**src/rtl/sram_fifo_ctrl.sv**
```systemverilog
// FIFO controller wrapping a 16x8 single-port, synchronous-read SRAM.
// One SRAM access per cycle (reads win); a one-entry output register holds the head.
module sram_fifo_ctrl #(
    parameter int DATA_W = 8,
    parameter int ADDR_W = 4,
    parameter int DEPTH  = 16
) (
    input  logic              clk,
    input  logic              rst_n,
    input  logic [DATA_W-1:0] in_data,
    input  logic              in_valid,
    output logic              in_ready,
    output logic [DATA_W-1:0] out_data,
    output logic              out_valid,
    input  logic              out_ready,
    output logic [ADDR_W:0]   count,
    output logic              full,
    output logic              empty,
    output logic [ADDR_W-1:0] mem_address,
    output logic              mem_write_en,
    output logic [DATA_W-1:0] mem_data_in,
    input  logic [DATA_W-1:0] mem_data_out
);

    localparam logic [ADDR_W:0]   DEPTH_C  = (ADDR_W+1)'(DEPTH);
    localparam logic [ADDR_W:0]   ONE_CNT  = (ADDR_W+1)'(1);
    localparam logic [ADDR_W-1:0] ONE_PTR  = ADDR_W'(1);

    logic [ADDR_W-1:0] wr_ptr_reg;
    logic [ADDR_W-1:0] rd_ptr_reg;
    logic [ADDR_W:0]   mem_count_reg;
    logic              rd_inflight_reg;
    logic              out_valid_reg;
    logic [DATA_W-1:0] out_data_reg;

    logic rd_req;
    logic wr_en;
    logic pop;

    assign count = mem_count_reg
                 + {{ADDR_W{1'b0}}, rd_inflight_reg}
                 + {{ADDR_W{1'b0}}, out_valid_reg};
    assign full  = (count == DEPTH_C);
    assign empty = (count == '0);

    // Only one read may be outstanding, and only when its data has somewhere to land.
    assign rd_req = (mem_count_reg != '0) && !rd_inflight_reg
                 && (!out_valid_reg || out_ready);

    // Full is judged on the current count, ignoring a same-cycle pop.
    assign in_ready = rst_n && !rd_req && (count < DEPTH_C);
    assign wr_en    = in_valid && in_ready;
    assign pop      = out_valid_reg && out_ready;

    assign mem_address  = rd_req ? rd_ptr_reg : wr_ptr_reg;
    assign mem_write_en = wr_en;
    assign mem_data_in  = in_data;

    assign out_valid = out_valid_reg;
    assign out_data  = out_data_reg;

    always_ff @(posedge clk or negedge rst_n) begin
        if (!rst_n) begin
            wr_ptr_reg    <= '0;
            rd_ptr_reg    <= '0;
            mem_count_reg <= '0;
        end else begin
            if (wr_en) begin
                wr_ptr_reg    <= wr_ptr_reg + ONE_PTR;
                mem_count_reg <= mem_count_reg + ONE_CNT;
            end else if (rd_req) begin
                rd_ptr_reg    <= rd_ptr_reg + ONE_PTR;
                mem_count_reg <= mem_count_reg - ONE_CNT;
            end
        end
    end

    // A capture always lands in an empty or just-popped register.
    always_ff @(posedge clk or negedge rst_n) begin
        if (!rst_n) begin
            rd_inflight_reg <= 1'b0;
            out_valid_reg   <= 1'b0;
            out_data_reg    <= '0;
        end else begin
            rd_inflight_reg <= rd_req;
            if (rd_inflight_reg) begin
                out_data_reg  <= mem_data_out;
                out_valid_reg <= 1'b1;
            end else if (pop) begin
                out_valid_reg <= 1'b0;
            end
        end
    end

endmodule

```
**config.mk**
```make
export PLATFORM = sky130hd
export DESIGN_NAME = sram_fifo_ctrl
export DESIGN_NICKNAME = d
export VERILOG_FILES = /design/src/rtl/sram_fifo_ctrl.sv
export SDC_FILE = /design/constraint.sdc
export NUM_CORES = 1
export LEC_CHECK = 0
export ABC_AREA = 1
export CORE_ASPECT_RATIO = 0.9
export CORE_UTILIZATION = 30
export CTS_BUF_LIST = sky130_fd_sc_hd__clkbuf_16
export CTS_CLUSTER_DIAMETER = 100
export DETAILED_ROUTE_END_ITERATION = 8
export PLACE_DENSITY_LB_ADDON = 0.12
export SLEW_MARGIN = 20
export SYNTH_ARGS = -nofsm -noshare
export SYNTH_HDL_FRONTEND = slang
export SYNTH_SLANG_ARGS = --single-unit
export TNS_END_PERCENT = 20
```
**constraint.sdc**
```tcl
create_clock -name clk -period 4.12 [get_ports clk]
set_input_delay 1.03 -clock clk [delete_from_list [all_inputs] [get_ports clk]]
set_output_delay 1.03 -clock clk [all_outputs]
set_load 0.005 [all_outputs]
```
==> flow_metrics.py, run 1 <==
metrics = {
    "run_status": {
        "run_status": "finished clean",
    },
    "synthesis": {
        "synth_area_um2": 1354,
        "yosys_register_bits": 23,
        "yosys.cell_types.count": 25,
        "ys.warnings.count": 0,
        "synth-main-ff-cell": "dfrtp_1",
        "post_synth_edffs": 0,
        "async_flop_share": 1.000,
        "syn_area_per_cell_um2": 8.357,
        "synth_sequential_area_ratio": 0.4251,
        "synth.net_count": 191,
        "syn-instance-count": 162,
    },
    "clock_network": {
        "ctsResizeCount": 0,
        "clkTransAtPathRegs_ps": 60,
        "cts_max_path_buffers": 2,
        "clock_insertion_delay_worst_skew_ps": 250,
        "setup_repair_bufs_after_cts": 0,
        "clkSinkCount": 23,
        "clock_tree_from_tritoncts": "yes",
        "cts.htree.levels": 1,
        "ctsRootBufferMaster": "clkbuf_16",
        "cts_inserted_buffers": 3,
        "postCtsHoldBufs": 0,
    },
    "flow_run": {
        "max_cap_viol_count": 0,
    },
    "timing": {
        "worst_slew_pin_slew_ps": 294.7,
        "totalNegativeSetupSlack_ps": 0,
        "worst_hold_slack_ps": 468.1,
        "period_share": 0.9055,
        "grt_setup_unrepaired": "false",
        "period_needed_ps": 3731,
        "layout_setup_ws_ps": 389.3,
        "finalSetupViolations": 0,
        "max_freq_ghz": 0.2681,
        "report.final.hold_viol_count": 0,
        "final.setup_skew_ps": 1.637,
        "timing_max_transition_violations_final": 0,
        "max-slew-margin-rel": 0.8035,
    },
    "hold_path": {
        "hold_path_class": "register to register",
        "hold_path_depth": 2,
        "hp-start": "out_data[0]$_DFFE_PN0P_",
        "whs_endpoint": "out_data[0]$_DFFE_PN0P_",
    },
    "floorplanning": {
        "die_w_um": 72.81,
        "placementRows": 22,
        "io_pins": 50,
        "floorplan.die_area_um2": 4786,
        "chipHeight_um": 65.73,
        "start_util": 0.3214,
        "core_area_um2": 4212,
    },
    "place": {
        "numPortBuffers": 33,
        "dpl-instance-area_um2": 1708,
        "numPlacedInstances": 248,
        "hpwl_um": 2132,
        "dp_slack_ps": 362.1,
        "gp_routability_congestion": 0.6826,
    },
    "critical_path": {
        "crit_path_end_kind": "primary output",
        "worst_r2r_path_depth": 19,
        "criticalPathCategory": "input port to primary output",
        "timing.critical_path.fanout_max": 15,
        "cp.arrival_ps": 2700,
        "crit_required_ps": 3090,
        "timing.critical_path.from_type": "input port",
        "critical_path.reg2reg.startpoint": "mem_count_reg[0]$_DFFE_PN0P_",
        "rr_endpoint": "mem_count_reg[4]$_DFFE_PN0P_",
        "r2r_slack_ps": 1250,
    },
    "final_layout": {
        "antenna-diode-count": 0,
        "seqCellArea_um2": 575.6,
        "flow.area_growth_from_synthesis_pct": 32.07,
        "fin_nets": 222,
        "finalNonFillerCells": 252,
        "post-route-util": 0.4245,
        "layout.filler_cells": 433,
        "post_route_cells_drive_above_1_share": 0.09375,
        "largest_register_ffs": 8,
        "post-route-cell-area_um2": 1788,
        "multi_input_comb_area_um2": 624.3,
    },
    "route": {
        "first_pass_iters": 4,
        "route.detailed.drc": 0,
        "drtIter0Drc": 34,
        "avgRoutedWirePerCell_um": 10.76,
        "ant_nets": 0,
        "vias_per_cell": 4.270,
        "via_count": 1076,
        "totalWireLength_um": 2711,
    },
    "pwr": {
        "power_per_cell_area_nw_per_um2": 861.4,
        "p_leak_nw": 0.8828,
        "report.power.total_mw": 1.540,
        "ir_drop_uv": 339.4,
    },
    "grt": {
        "initial_antenna_violation_count": 0,
        "largest_net_degree_at_the_start_of_global_routing": 24,
        "groute.usage.overall": 0.1250,
        "grt_first_pass_wirelength_um": 4574,
        "vias_in_the_first_global_route": 1011,
        "grt-ovfl-total": 0,
    },
}
synth_stat cells, types with 3 or more instances:
cell type	number	area share
buf_4	8	0.044
dfrtp_1	23	0.43
ha_1	7	0.065
inv_1	15	0.042
nand2_1	60	0.17
nand2_2	3	0.014
nand3_1	10	0.037
nand4_1	3	0.014
nor2_1	5	0.014
xnor2_1	4	0.026
xor2_1	5	0.032
critical path: stages:
cell	delay [ps]
clkdlybuf4s50_1	470
nor2_1	50
nor2_1	150
nand2_2	210
inv_2	170
nand2_1	70
nand2_1	50
clkdlybuf4s50_1	490
cells in the final DEF, fill, tap and decap left out, drive strengths merged:
cell type	n
nand2	63
clkdlybuf4s50	33
dfrtp	23
inv	17
nand3	12
ha	7
nor2	6
xor2	5
xnor2	5
buf	4
o21ai	4
nand4	3
clkbuf	3
nor3	2
fa	2
clkinv	2
a21oi	1
where the power goes:
part | total [mW] | switching [mW] | internal, mW
Combinational | 0.891 | 0.423 | 0.468
Sequential | 0.442 | 0.101 | 0.341
Clock | 0.207 | 0.0769 | 0.130
Total | 1.54 | 0.600 | 0.940
how the worst max path moves through the flow:
| stage | from | end | slack, ps | cells past startpoint |
|---|---|---|---|---|
| global route | out_ready | mem_address[1] | 220 | 8 |
| detailed placement | out_ready | mem_address[2] | 360 | 8 |
| finish | out_ready | mem_address[2] | 390 | 8 |
| CTS | out_ready | mem_address[2] | 360 | 8 |
| global placement | out_ready | mem_address[1] | 380 | 8 |
| floorplan | rd_inflight_reg$_DFF_PN0_ | mem_write_en | 1130 | 12 |
kinds of logic after synthesis:
family,after synthesis,share of synthesized area
adders and majority gates,9,0.09427
AOI/OAI and AO/OA,5,0.02125
xor gates and xnor gates,10,0.07024
DFF,23,0.4251
and+or+nand+nor,86,0.2754
buffers and inverters,29,0.1137
layer usage:
layer,part of all wire,GRT usage,routed length (um),vias to the layer above
met1,0.47,0.1552,1276,489
met3,0.067,0.03988,181,6
li1,-,-,-,553
met2,0.46,0.2103,1234,28
met5,0,0,0,-
met4,0.0066,0.02941,18,0
cell type report:
cell class              instances  area share
inverters                      18     0.04059
multi-input cells             110      0.3492
flip-flops and latches         23      0.3219
clock inverters                 1    0.002799
clock buffers                   3     0.04199
repair buffers                 37      0.2015
well taps                      60     0.04199
No activity file was read; power rests on OpenSTA's default activity.
==> run 2, diff against run 1 <==
--- a/config.mk
+++ b/config.mk
@@ -9,5 +9,4 @@
 export CORE_ASPECT_RATIO = 0.9
 export CORE_UTILIZATION = 30
-export CTS_BUF_LIST = sky130_fd_sc_hd__clkbuf_16
 export CTS_CLUSTER_DIAMETER = 100
 export DETAILED_ROUTE_END_ITERATION = 8
==> constraint.sdc (replaced) <==
create_clock -name clk -period 4.12 [get_ports clk]
set_input_delay 1.236 -clock clk [delete_from_list [all_inputs] [get_ports clk]]
set_output_delay 1.236 -clock clk [all_outputs]
set_load 0.005 [all_outputs]
==> flow_metrics.py, run 2 (synthesis results as in run 1) <==
metrics = {
    "run_status": {
        "run_status": "finished clean",
    },
    "route": {
        "drtIter0Drc": 15,
        "avgRoutedWirePerCell_um": 10.79,
        "ant_nets": 0,
        "totalWireLength_um": 2740,
        "route.detailed.drc": 0,
        "first_pass_iters": 4,
        "via_count": 1082,
        "vias_per_cell": 4.260,
    },
    "floorplanning": {
        "core_area_um2": 4212,
        "floorplan.die_area_um2": 4786,
        "chipHeight_um": 65.73,
        "placementRows": 22,
        "io_pins": 50,
        "die_w_um": 72.81,
        "start_util": 0.3214,
    },
    "hold_path": {
        "hold_path_class": "register to register",
        "hold_path_depth": 2,
    },
    "grt": {
        "initial_antenna_violation_count": 0,
        "vias_in_the_first_global_route": 1021,
        "groute.usage.overall": 0.1263,
        "grt_first_pass_wirelength_um": 4657,
        "largest_net_degree_at_the_start_of_global_routing": 24,
        "grt-ovfl-total": 0,
    },
    "critical_path": {
        "crit_path_end_kind": "primary output",
        "worst_r2r_path_depth": 19,
        "cp.arrival_ps": 2760,
        "criticalPathCategory": "input port to primary output",
        "timing.critical_path.fanout_max": 11,
        "timing.critical_path.from_type": "input port",
        "crit_required_ps": 2880,
    },
    "final_layout": {
        "largest_register_ffs": 8,
        "fin_nets": 224,
        "finalNonFillerCells": 254,
        "layout.cells.most_common": "nand2_1",
        "flow.area_growth_from_synthesis_pct": 31.15,
        "post_route_cells_drive_above_1_share": 0.1134,
        "layout.filler_cells": 446,
        "antenna-diode-count": 0,
        "mostFrequentLayoutCells": "nand2_1 (60), clkdlybuf4s50_1 (33), dfrtp_1 (23)",
        "post-route-cell-area_um2": 1775,
    },
    "place": {
        "numPlacedInstances": 249,
        "gp_routability_congestion": 0.7404,
        "hpwl_um": 2155,
        "numPortBuffers": 33,
        "dpl-instance-area_um2": 1715,
    },
    "pwr": {
        "switching_power_uw": 604.4,
        "p_leak_nw": 0.8761,
        "power_frac_comb": 0.609,
        "switching_share": 0.4036,
        "ir_drop_uv": 282.7,
        "share_seq_of_total_power": 0.298,
        "power_per_cell_area_nw_per_um2": 843.5,
        "p_clk_frac": 0.093,
        "internal_power_uw": 893.2,
    },
    "timing": {
        "totalNegativeSetupSlack_ps": 0,
        "period_needed_ps": 3993,
        "max_freq_ghz": 0.2504,
        "final.setup_skew_ps": 4.404,
        "grt_setup_unrepaired": "true",
        "worst_hold_slack_ps": 475.1,
        "period_share": 0.9692,
        "finalSetupViolations": 0,
        "max-slew-margin-rel": 0.8017,
        "timing_max_transition_violations_final": 0,
        "worst_slew_pin_slew_ps": 297.5,
        "report.final.hold_viol_count": 0,
    },
    "flow_run": {
        "max_cap_viol_count": 0,
    },
    "clock_network": {
        "clock_tree_from_tritoncts": "yes",
        "cts_max_path_buffers": 2,
        "cts_inserted_buffers": 3,
        "cts.htree.levels": 1,
        "ctsRootBufferMaster": "clkbuf_8",
        "clkSinkCount": 23,
        "clock_insertion_delay_worst_skew_ps": 260,
        "clkTransAtPathRegs_ps": 80,
    },
}
-- run 2: cell count changes in the layout (fill, tap and decap cells not counted), sizes merged --
cell,change
buf,+2
clkinv,-1
clkinvlp,+1
-- run 2: metal layers --
metal / vias to the layer above / share of wire / global-route usage
met3: 4 / 0.072 / 0.04141
li1: 556 / - / -
met5: - / 0 / 0
met2: 32 / 0.46 / 0.2150
met1: 490 / 0.46 / 0.1572
met4: 0 / 0.0022 / 0.02206
-- run 2: through the flow --
stage / utilization / power (mW) / worst slack (ps)
6_report: 0.4216 / 1.498 / 127.0
5_1_grt: 0.4216 / 1.667 / -10.78
4_1_cts: 0.4183 / 1.511 / 67.37
3_5_place_dp: 0.4073 / 1.366 / 76.07
3_3_place_gp: 0.4073 / 1.350 / 68.59
2_1_floorplan: - / 0.9488 / 927.7
-- run 2: what timing repair did --
action / CTS / global route
resized for setup: 0 / 3
setup buffers: 0 / 1
endpoints found under the setup margin: 0 / 6
hold buffers: 0 / 0
-- run 2: final timing paths --
kind / startpoint / end / slack (ps)
hold / removal: out_data[6]$_DFFE_PN0P_ / out_data[6]$_DFFE_PN0P_ / 480
setup reg to reg: rd_inflight_reg$_DFF_PN0_ / mem_count_reg[4]$_DFFE_PN0P_ / 1180
hold reg to reg: out_data[6]$_DFFE_PN0P_ / out_data[6]$_DFFE_PN0P_ / 480
max in group asynchronous: rst_n / mem_count_reg[4]$_DFFE_PN0P_ / 2530
setup / recovery: out_ready / mem_address[1] / 130
min in group asynchronous: rst_n / rd_ptr_reg[1]$_DFFE_PN0P_ / 1370
-- run 2: critical path, cell delays in order --
cell and delay (ps):
clkdlybuf4s50_1 410, nor2_1 130, nor2_2 60, nand2_2 180, buf_4 150, nand2_1 40, nand2_1 60, clkdlybuf4s50_1 490
-- run 2: final cells by class --
type                       count  area (um2)  area share
timing repair buffer          39       375.4      0.2114
clock buffer                   3       41.29     0.02326
multi-input combinational    110       626.9      0.3531
clock inverter                 1       5.005    0.002819
inverter                      18       76.32     0.04299
sequential                    23       575.6      0.3242
tap                           60       75.07     0.04228
-- run 2: power by group through the flow --
| stage | Combinational (mW) | Sequential (mW) | Clock [mW] |
|---|---|---|---|
| floorplan | 0.520 | 0.429 | 0 |
| global placement | 0.904 | 0.445 | 0 |
| detailed placement | 0.918 | 0.448 | 0 |
| CTS | 0.921 | 0.445 | 0.146 |
| global route | 1.04 | 0.466 | 0.157 |
| finish | 0.912 | 0.446 | 0.139 |
